<file path="src/rtl/event_write_scheduler.sv">
// event_write_scheduler
// Queues trigger pulses and, when the shared ring has room, writes one event
// (HALF_PACKAGE_LENGTH samples per input) through a common wen/waddr bus.
// When the write finishes it pulses w_complete for every enabled input and
// advances the ring write base.
//
// state   | meaning
// --------+-------------------------------------------------------------
// S_IDLE  | waiting for a queued trigger and free ring space
// S_WRITE | wen high, waddr walking the ring from base
// S_DONE  | one-cycle w_complete pulse, base/n_written advance on exit
module event_write_scheduler #(
    parameter int N_INPUT        = 16,
    parameter int MAX_TRIG_QUEUE = 4
) (
    input  logic               clk,
    input  logic               rst,
    input  logic               live_rising,
    input  logic               trigger,
    input  logic [9:0]         HALF_PACKAGE_LENGTH,
    input  logic [13:0]        MEMORY_DEPTH,
    input  logic [4:0]         MAX_NEVENT,
    input  logic [N_INPUT-1:0] input_ena,
    input  logic [15:0]        n_read,
    output logic               wen,
    output logic [13:0]        waddr,
    output logic [N_INPUT-1:0] w_complete,
    output logic [15:0]        n_written,
    output logic [2:0]         trig_pending,
    output logic               busy,
    output logic               trig_overflow,
    output logic               cfg_err
);

    localparam logic [1:0] S_IDLE  = 2'd0;
    localparam logic [1:0] S_WRITE = 2'd1;
    localparam logic [1:0] S_DONE  = 2'd2;

    localparam logic [2:0] QMAX = 3'(MAX_TRIG_QUEUE);

    logic [1:0]         state;
    logic [13:0]        base;
    logic [9:0]         cnt;
    logic [N_INPUT-1:0] ena_l;

    logic [15:0] occupancy;
    logic        cfg_bad;
    logic        ena_zero;
    logic        space_ok;
    logic        deq;
    logic        start;
    logic [14:0] base_sum;
    logic [14:0] base_wrap;

    // Admission decision: a queued trigger is consumed when it can start, or
    // when it must be discarded (bad config / nothing enabled). It is held
    // only while the ring is full.
    always_comb begin
        occupancy = n_written - n_read;
        cfg_bad   = (HALF_PACKAGE_LENGTH == 10'd0) || (MEMORY_DEPTH == 14'd0) ||
                    ({4'd0, HALF_PACKAGE_LENGTH} > MEMORY_DEPTH);
        ena_zero  = (input_ena == '0);
        space_ok  = (occupancy < {11'd0, MAX_NEVENT});
        deq       = (state == S_IDLE) && (trig_pending != 3'd0) &&
                    (cfg_bad || ena_zero || space_ok);
        start     = deq && !cfg_bad && !ena_zero;
        base_sum  = {1'b0, base} + {5'd0, HALF_PACKAGE_LENGTH};
        base_wrap = (base_sum >= {1'b0, MEMORY_DEPTH}) ? (base_sum - {1'b0, MEMORY_DEPTH})
                                                       : base_sum;
    end

    assign busy = (state != S_IDLE);

    // Trigger queue and sticky error flags.
    always_ff @(posedge clk or posedge rst) begin
        if (rst) begin
            trig_pending  <= 3'd0;
            trig_overflow <= 1'b0;
            cfg_err       <= 1'b0;
        end else if (live_rising) begin
            trig_pending  <= 3'd0;
            trig_overflow <= 1'b0;
            cfg_err       <= 1'b0;
        end else begin
            if (trigger && !deq) begin
                if (trig_pending == QMAX)
                    trig_overflow <= 1'b1;
                else
                    trig_pending <= trig_pending + 3'd1;
            end else if (deq && !trigger) begin
                trig_pending <= trig_pending - 3'd1;
            end
            if (deq && cfg_bad)
                cfg_err <= 1'b1;
        end
    end

    // Write sequencer: address walk, completion pulse and ring base advance.
    always_ff @(posedge clk or posedge rst) begin
        if (rst) begin
            state      <= S_IDLE;
            base       <= 14'd0;
            cnt        <= 10'd0;
            ena_l      <= '0;
            wen        <= 1'b0;
            waddr      <= 14'd0;
            w_complete <= '0;
            n_written  <= 16'd0;
        end else if (live_rising) begin
            state      <= S_IDLE;
            base       <= 14'd0;
            cnt        <= 10'd0;
            ena_l      <= '0;
            wen        <= 1'b0;
            waddr      <= 14'd0;
            w_complete <= '0;
            n_written  <= 16'd0;
        end else begin
            w_complete <= '0;
            case (state)
                S_IDLE: begin
                    if (start) begin
                        ena_l <= input_ena;
                        wen   <= 1'b1;
                        waddr <= base;
                        cnt   <= 10'd0;
                        state <= S_WRITE;
                    end
                end
                S_WRITE: begin
                    if (cnt == HALF_PACKAGE_LENGTH - 10'd1) begin
                        wen        <= 1'b0;
                        w_complete <= ena_l;
                        state      <= S_DONE;
                    end else begin
                        cnt   <= cnt + 10'd1;
                        waddr <= (waddr == MEMORY_DEPTH - 14'd1) ? 14'd0 : waddr + 14'd1;
                    end
                end
                S_DONE: begin
                    n_written <= n_written + 16'd1;
                    base      <= base_wrap[13:0];
                    state     <= S_IDLE;
                end
                default: state <= S_IDLE;
            endcase
        end
    end

endmodule

</file>
<file path="config.mk">
export PLATFORM = sky130hd
export DESIGN_NAME = event_write_scheduler
export DESIGN_NICKNAME = d
export VERILOG_FILES = /design/src/rtl/event_write_scheduler.sv
export SDC_FILE = /design/constraint.sdc
export NUM_CORES = 1
export LEC_CHECK = 0
export CORE_MARGIN = 4
export CORE_UTILIZATION = 35
export CTS_CLUSTER_SIZE = 40
export DETAILED_ROUTE_END_ITERATION = 7
export GPL_ROUTABILITY_DRIVEN = 0
export SYNTH_ARGS = -nofsm -noshare
export SYNTH_HDL_FRONTEND = slang
export SYNTH_SLANG_ARGS = --single-unit
export TNS_END_PERCENT = 5
</file>
<file path="constraint.sdc">
create_clock -name clk -period 4.3 [get_ports clk]
set_input_delay 0.43 -clock clk [delete_from_list [all_inputs] [get_ports clk]]
set_output_delay 0.43 -clock clk [all_outputs]
set_load 0.01 [all_outputs]
</file>
# Word-level counts from Yosys, hierarchy flattened
# Cells that the tools add are included.
[totals] regBits=94 wordCells=105
[classes] n_mux=37 magnitude_cmp=3 n_addsub=10 n_reduce_logical=35 n_eq_ne=9
[op_table] op="$mux W16" n=8
[op_table] op="$mux W14" n=7
[op_table] op="$mux W10" n=3
[op_table] op="$pmux W14 S2" n=1
[op_table] op="$pmux W10 S2" n=1
[op_table] op="$add A16 B1 Y16 const B" n=1
[op_table] op="$logic_not A16 Y1" n=1
[op_table] op="$lt A16 B5 Y1" n=1
[op_table] op="$sub A16 B16 Y16" n=1
[op_table] op="$add A14 B10 Y15" n=1
[op_table] op="$ge A15 B14 Y1" n=1
[op_table] op="$add A14 B1 Y14 const B" n=1
[op_table] op="$eq A14 B14 Y1" n=1
[op_table] op="$gt A10 B14 Y1" n=1
[op_table] op="$logic_not A14 Y1" n=1
[op_table] op="$reduce_bool A2 Y1" n=7
[op_table] op="$sub A14 B1 Y14 const B" n=1
[op_table] op="$sub A14 B14 Y14" n=1
[op_table] op="$mux W3" n=4
[op_table] op="$ne A3 B3 Y1 const B" n=4
[op_table] op="$add A10 B1 Y10 const B" n=1
[op_table] op="$eq A10 B10 Y1" n=1
[op_table] op="$logic_not A10 Y1" n=1
[op_table] op="$sub A10 B1 Y10 const B" n=1
[op_table] op="16 further kinds" n=43

# Logic depth before layout (Yosys ltp)
[depth] depth_word=11 depth_mapped=20

# Least setup slack after synthesis
# No wires, ideal clock.
[synth_timing] path_kind="register -> register" startpoint="reg n_written[0]" endpoint="reg trig_pending[2]" synth_period_minus_slack_ns=4.540 n_path_buf=0 required_ns=4.206 arrival_ns=4.446 slack_ns=-0.240 stages_incl_launch_ff=20 path_cell_list="dfrtp_1 -> inv_1 -> ha_1 -> fa_1 -> nand2b_1 -> nand2b_1 -> a21oi_1 -> xnor2_1 -> ha_1 -> a2111o_1 -> or4_1 -> a2111oi_2 -> nand4_1 -> or4_1 -> and3_1 -> fa_1 -> nor2b_1 -> nand2_1 -> o21ai_0 -> a211oi_1"
[synth_via] elab_chain_len=8
[synth_lines] element="from (decl)" line="28" text="output logic [15:0] n_written,"
[synth_lines] element="from (signal assigned)" line="141" text="n_written <= n_written + 16'd1;"
[synth_lines] element="$sub A16 B16 Y16 (*)" line="59" text="occupancy = n_written - n_read;"
[synth_lines] element="$lt A16 B5 Y1 (*)" line="63" text="space_ok = (occupancy < {11'd0, MAX_NEVENT});"
[synth_lines] element="$logic_or A1 B1 Y1 (*)" line="65" text="(cfg_bad || ena_zero || space_ok);"
[synth_lines] element="$logic_and A1 B1 Y1 (*)" line="64" text="deq = (state == S_IDLE) && (trig_pending != 3'd0) &&"
[synth_lines] element="$logic_not A1 Y1" line="85" text="if (trigger && !deq) begin"
[synth_lines] element="$logic_and A1 B1 Y1" line="85"
[synth_lines] element="$ne A3 B3 Y1 (no source line) (tied with other cells)"
[synth_lines] element="$reduce_and A2 Y1 (no source line) / $mux W3 (equally long branches)"
[synth_lines] element="to (signal assigned)" line="89" text="trig_pending <= trig_pending + 3'd1;"
[synth_lines] element="to (signal assigned)" line="91" text="trig_pending <= trig_pending - 3'd1;"
[synth_lines] element="to (decl)" line="29" text="output logic [2:0] trig_pending,"
# Mark *: on every way between the ends. The rest lies on a longest branch, timed or not.
# A chain may end at the register's enable or synchronous reset.

# Worst setup path in the final report
[layout_timing] startpoint="reg base[4]" endpoint="reg base[6]"
[layout_via] elab_chain_len=5
[layout_lines] element="from (decl)" line="42" text="logic [13:0] base;"
[layout_lines] element="from (signal assigned)" line="142" text="base <= base_wrap[13:0];"
[layout_lines] element="$add A14 B10 Y15 (*)" line="67" text="base_sum = {1'b0, base} + {5'd0, HALF_PACKAGE_LENGTH};"
[layout_lines] element="$sub A14 B14 Y14 / $ge A15 B14 Y1 (equally long branches)" line="68" text="base_wrap = (base_sum >= {1'b0, MEMORY_DEPTH}) ? (base_sum - {1'b0, MEMORY_DEPTH})"
[layout_lines] element="$mux W14 (*)" line="68"
[layout_lines] element="$mux W14 (*)" line="120" text="case (state)"
[layout_lines] element="$mux W14 (*)" line="109" text="end else if (live_rising) begin"
# Mark *: on every way between the ends. The rest lies on a longest branch, timed or not. The select of a mux whose other input is x is not followed.

==> flow_summary.toml <==
[routing]
vias = 7706
wl_mm = 24.1
vias_per_cell = 5.37
dr.pass1.iters = 5
antenna_left = 0
drt_iter0_drc = 433
drc = 0
routedWlPerCell_um = 16.8

[clock_tree]
h-tree-depth = 3
worstSkewPairLatency_ns = 0.36
path_clk_slew_ns = 0.08
cts_tree = "built"
clock-sinks = 94
cts_root_buf = "clkbuf_16"
cts_made_buffers = 9
clock_path_buffers = 2

[timing]
max_slew_margin_pct = 47.0
hold_slack_ns = 0.353
period_needed_ns = 4.34
finalSetupViolCount = 7
setup_ws_ns = -0.0430
report.final.hold_viol_count = 0
setup_tns_ns = -0.124
min_period_over_period_pct = 101
max_slew.worst_pin.slew_ns = 0.795
fin_skew_ns = 0.00856
grt_setup_unrepaired = "yes"
fmax_mhz = 230
drv_slew = 0

[yosys]
synth.top_cell.area_share_pct = 30.7
synthesis.area_um2 = 7670
synth_ff_type = "dfrtp_1"
synth.avg_cell_area_um2 = 8.25
synth_nets = 1058
seq_area_frac_synth_pct = 30.7
synth_seq_cells = 94
yosysUniqueCellTypes = 71
yosysWarnings = 0
synthArstFlopShare_pct = 100
synth-edff-count = 0
synth_largest_area_cell = "dfrtp_1"
syn_inst = 930
netlist_top_cells_area = "dfrtp_1 (31%), ha_1 (9.6%), xnor2_1 (5.0%), a21oi_1 (4.4%), nor2_1 (4.2%)"

[grt]
grt_max_degree = 54
grt_pass1_wl_mm = 38.4
grt-ovfl-total = 0
antenna_found_initial = 0
grt_pass1_vias = 7500
grtUsageTotal_pct = 19.3

[run_status]
status = "finished with violations"
violations = "setup timing"

[cells_and_area]
drive_gt1_share_pct = 17.4
fin_nets = 1284
fillers = 2028
final_common_cell = "buf_4"
diodes = 0
area_growth_pct = 38.5
mostFrequentLayoutCells = "buf_4 (129), clkdlybuf4s50_1 (109), dfrtp_1 (93), nor2_1 (85), a21oi_1 (65)"
multiInputGateArea_um2 = 5170
regArea_um2 = 2350

[power]
leakagePower_nw = 4.86
netSwitchingPower_w = 0.000651
power_frac_clock_pct = 36.9
irDropWorstVdd_uv = 186
p_comb_share_pct = 22.0
powerDensity_nw_per_um2 = 205
seqPwrFrac_pct = 41.1
switching_share_pct = 29.9
intPower_w = 0.00153

[worst_hold_path]
holdCritStartpoint = "live_rising"
hold_class = "input pin to flip-flop"

[die]
row_count = 53
die_y_um = 156
die-area_um2 = 24300
die_width_um = 156
start_util_pct = 36.0
core_area_um2 = 21300
io_pins = 118

[critical_path]
cp_max_fo = 9
arrival_ns = 4.56
criticalPathCategory = "flip-flop to flip-flop"
cp-start-kind = "flip-flop"
r2r-start = "base[4]$_DFFE_PP0P_"
required_ns = 4.52
cp-startpoint = "base[4]$_DFFE_PP0P_"
critPathCaptureType = "flip-flop"

[job]
cap_violations = 0

[place]
hpwlAfterDp_mm = 18.3
io_buffer_count = 117
final timing paths:
kind / end / slack, ns / cells past startpoint
worst min-delay path: state[0]$_DFFE_PP0P_ / 0.35 / 2
max in group asynchronous: waddr[5]$_DFFE_PP0P_ / 2.95 / 3
worst max register to register: base[6]$_DFFE_PP0P_ / -0.04 / 17
worst max-delay path: base[6]$_DFFE_PP0P_ / -0.04 / 17
min in group asynchronous: n_written[12]$_DFFE_PP0P_ / 0.50 / 2
worst min register to register: w_complete[13]$_DFF_PP0_ / 0.50 / 1
critical path, stage by stage (launching register included):
cell	delay, ns
dfrtp_1	0.44
ha_4	0.27
and3_1	0.14
a211o_1	0.31
o211ai_1	0.31
nor2_1	0.10
a2111oi_2	0.33
nand2b_1	0.17
xnor2_1	0.15
ha_1	0.28
nand4_1	0.13
nor4_2	0.06
or4_1	0.40
o22a_1	0.22
a31oi_4	0.32
clkbuf_16	0.24
mux2i_1	0.22
a211oi_1	0.10
flip-flops by register name, indices dropped and copies added (netlist names):
| name | cells |
|---|---|
| trig_pending | 3 |
| state | 2 |
| cfg_err | 1 |
| n_written | 16 |
| wen | 1 |
| ena_l | 16 |
| w_complete | 16 |
| trig_overflow | 1 |
| base | 14 |
| cnt | 10 |
| waddr | 14 |
cell type report:
class                      count  area share (%)
multi-input combinational    741            48.7
sequential                    94            22.2
timing repair buffer         250            21.1
tap                          275            3.24
inverter                      60            2.14
clock buffer                   9            2.12
clock inverter                 7           0.565
synthesized netlist by cell type (4+ instances only):
cell type	instances
ha_1	59
o31ai_1	19
clkbuf_1	29
fa_1	4
or4_1	7
nor3b_1	15
or3_1	15
nand3_1	38
o21a_1	8
a21oi_1	67
nor2b_1	16
o211ai_1	6
and3_1	35
o2111ai_1	4
o21ai_1	14
nor2_1	85
mux2i_1	7
and2_1	6
a211oi_1	15
or2_2	6
inv_1	59
a31oi_1	9
a2111oi_0	4
nand2_1	58
dfrtp_1	94
xor2_1	29
nand4_1	11
o21ai_0	35
nor4_1	15
xnor2_1	44
o21bai_1	5
nor3_1	31
nand2b_1	14
a21o_1	9
nor4b_1	4
cell families after synthesis:
logic type,after synthesis,synth area share [%]
AND/OR/NAND/NOR,370,25.4
AO/OA/AOI/OAI,226,19.0
buffers and inverters,95,4.75
flip-flops,94,30.7
XOR/XNOR,73,8.34
adder cells (fa/ha/maj),63,10.7
multiplexers,9,1.21
repair_timing:
item | 4_1_cts | 5_1_grt
pin swaps | 18 | 25
buffers inserted | 3 | 5
setup endpoints to repair | 16 | 55
hold buffers | 0 | 0
endpoints found under the hold margin | 0 | 0
cloned | 0 | 2
resized for setup | 20 | 23
power groups by stage:
stage / registers [W] / clock network, W / logic [W]
6_report: 0.000896 / 0.000804 / 0.000479
5_1_grt: 0.000897 / 0.000863 / 0.000527
4_1_cts: 0.000896 / 0.000825 / 0.000467
3_5_place_dp: 0.000913 / 0 / 0.000458
3_3_place_gp: 0.000913 / 0 / 0.000456
2_1_floorplan: 0.000911 / 0 / 0.000242
stage by stage:
step                      power, W  std cells  utilization [%]  worst slack (ns)  instance area [µm²]
final                      0.00218       1436             49.9           -0.0430                10600
after global routing       0.00229       1436             49.9            -0.277                10600
after CTS                  0.00219       1429             48.9            -0.149                10400
after detailed placement   0.00137       1410             47.1            -0.636                10000
after global placement     0.00137       1410             47.1            -0.538                10000
after floorplan            0.00115        930                -           -0.0285                 7700
per-layer routing:
| layer | GRT usage, % | wire length, µm |
|---|---|---|
| met5 | 0 | 0 |
| met4 | 4.67 | 391 |
| met3 | 3.33 | 1380 |
| met2 | 31.3 | 11100 |
| met1 | 26.8 | 11200 |
Note: power is estimated with default switching activity, not from simulation.
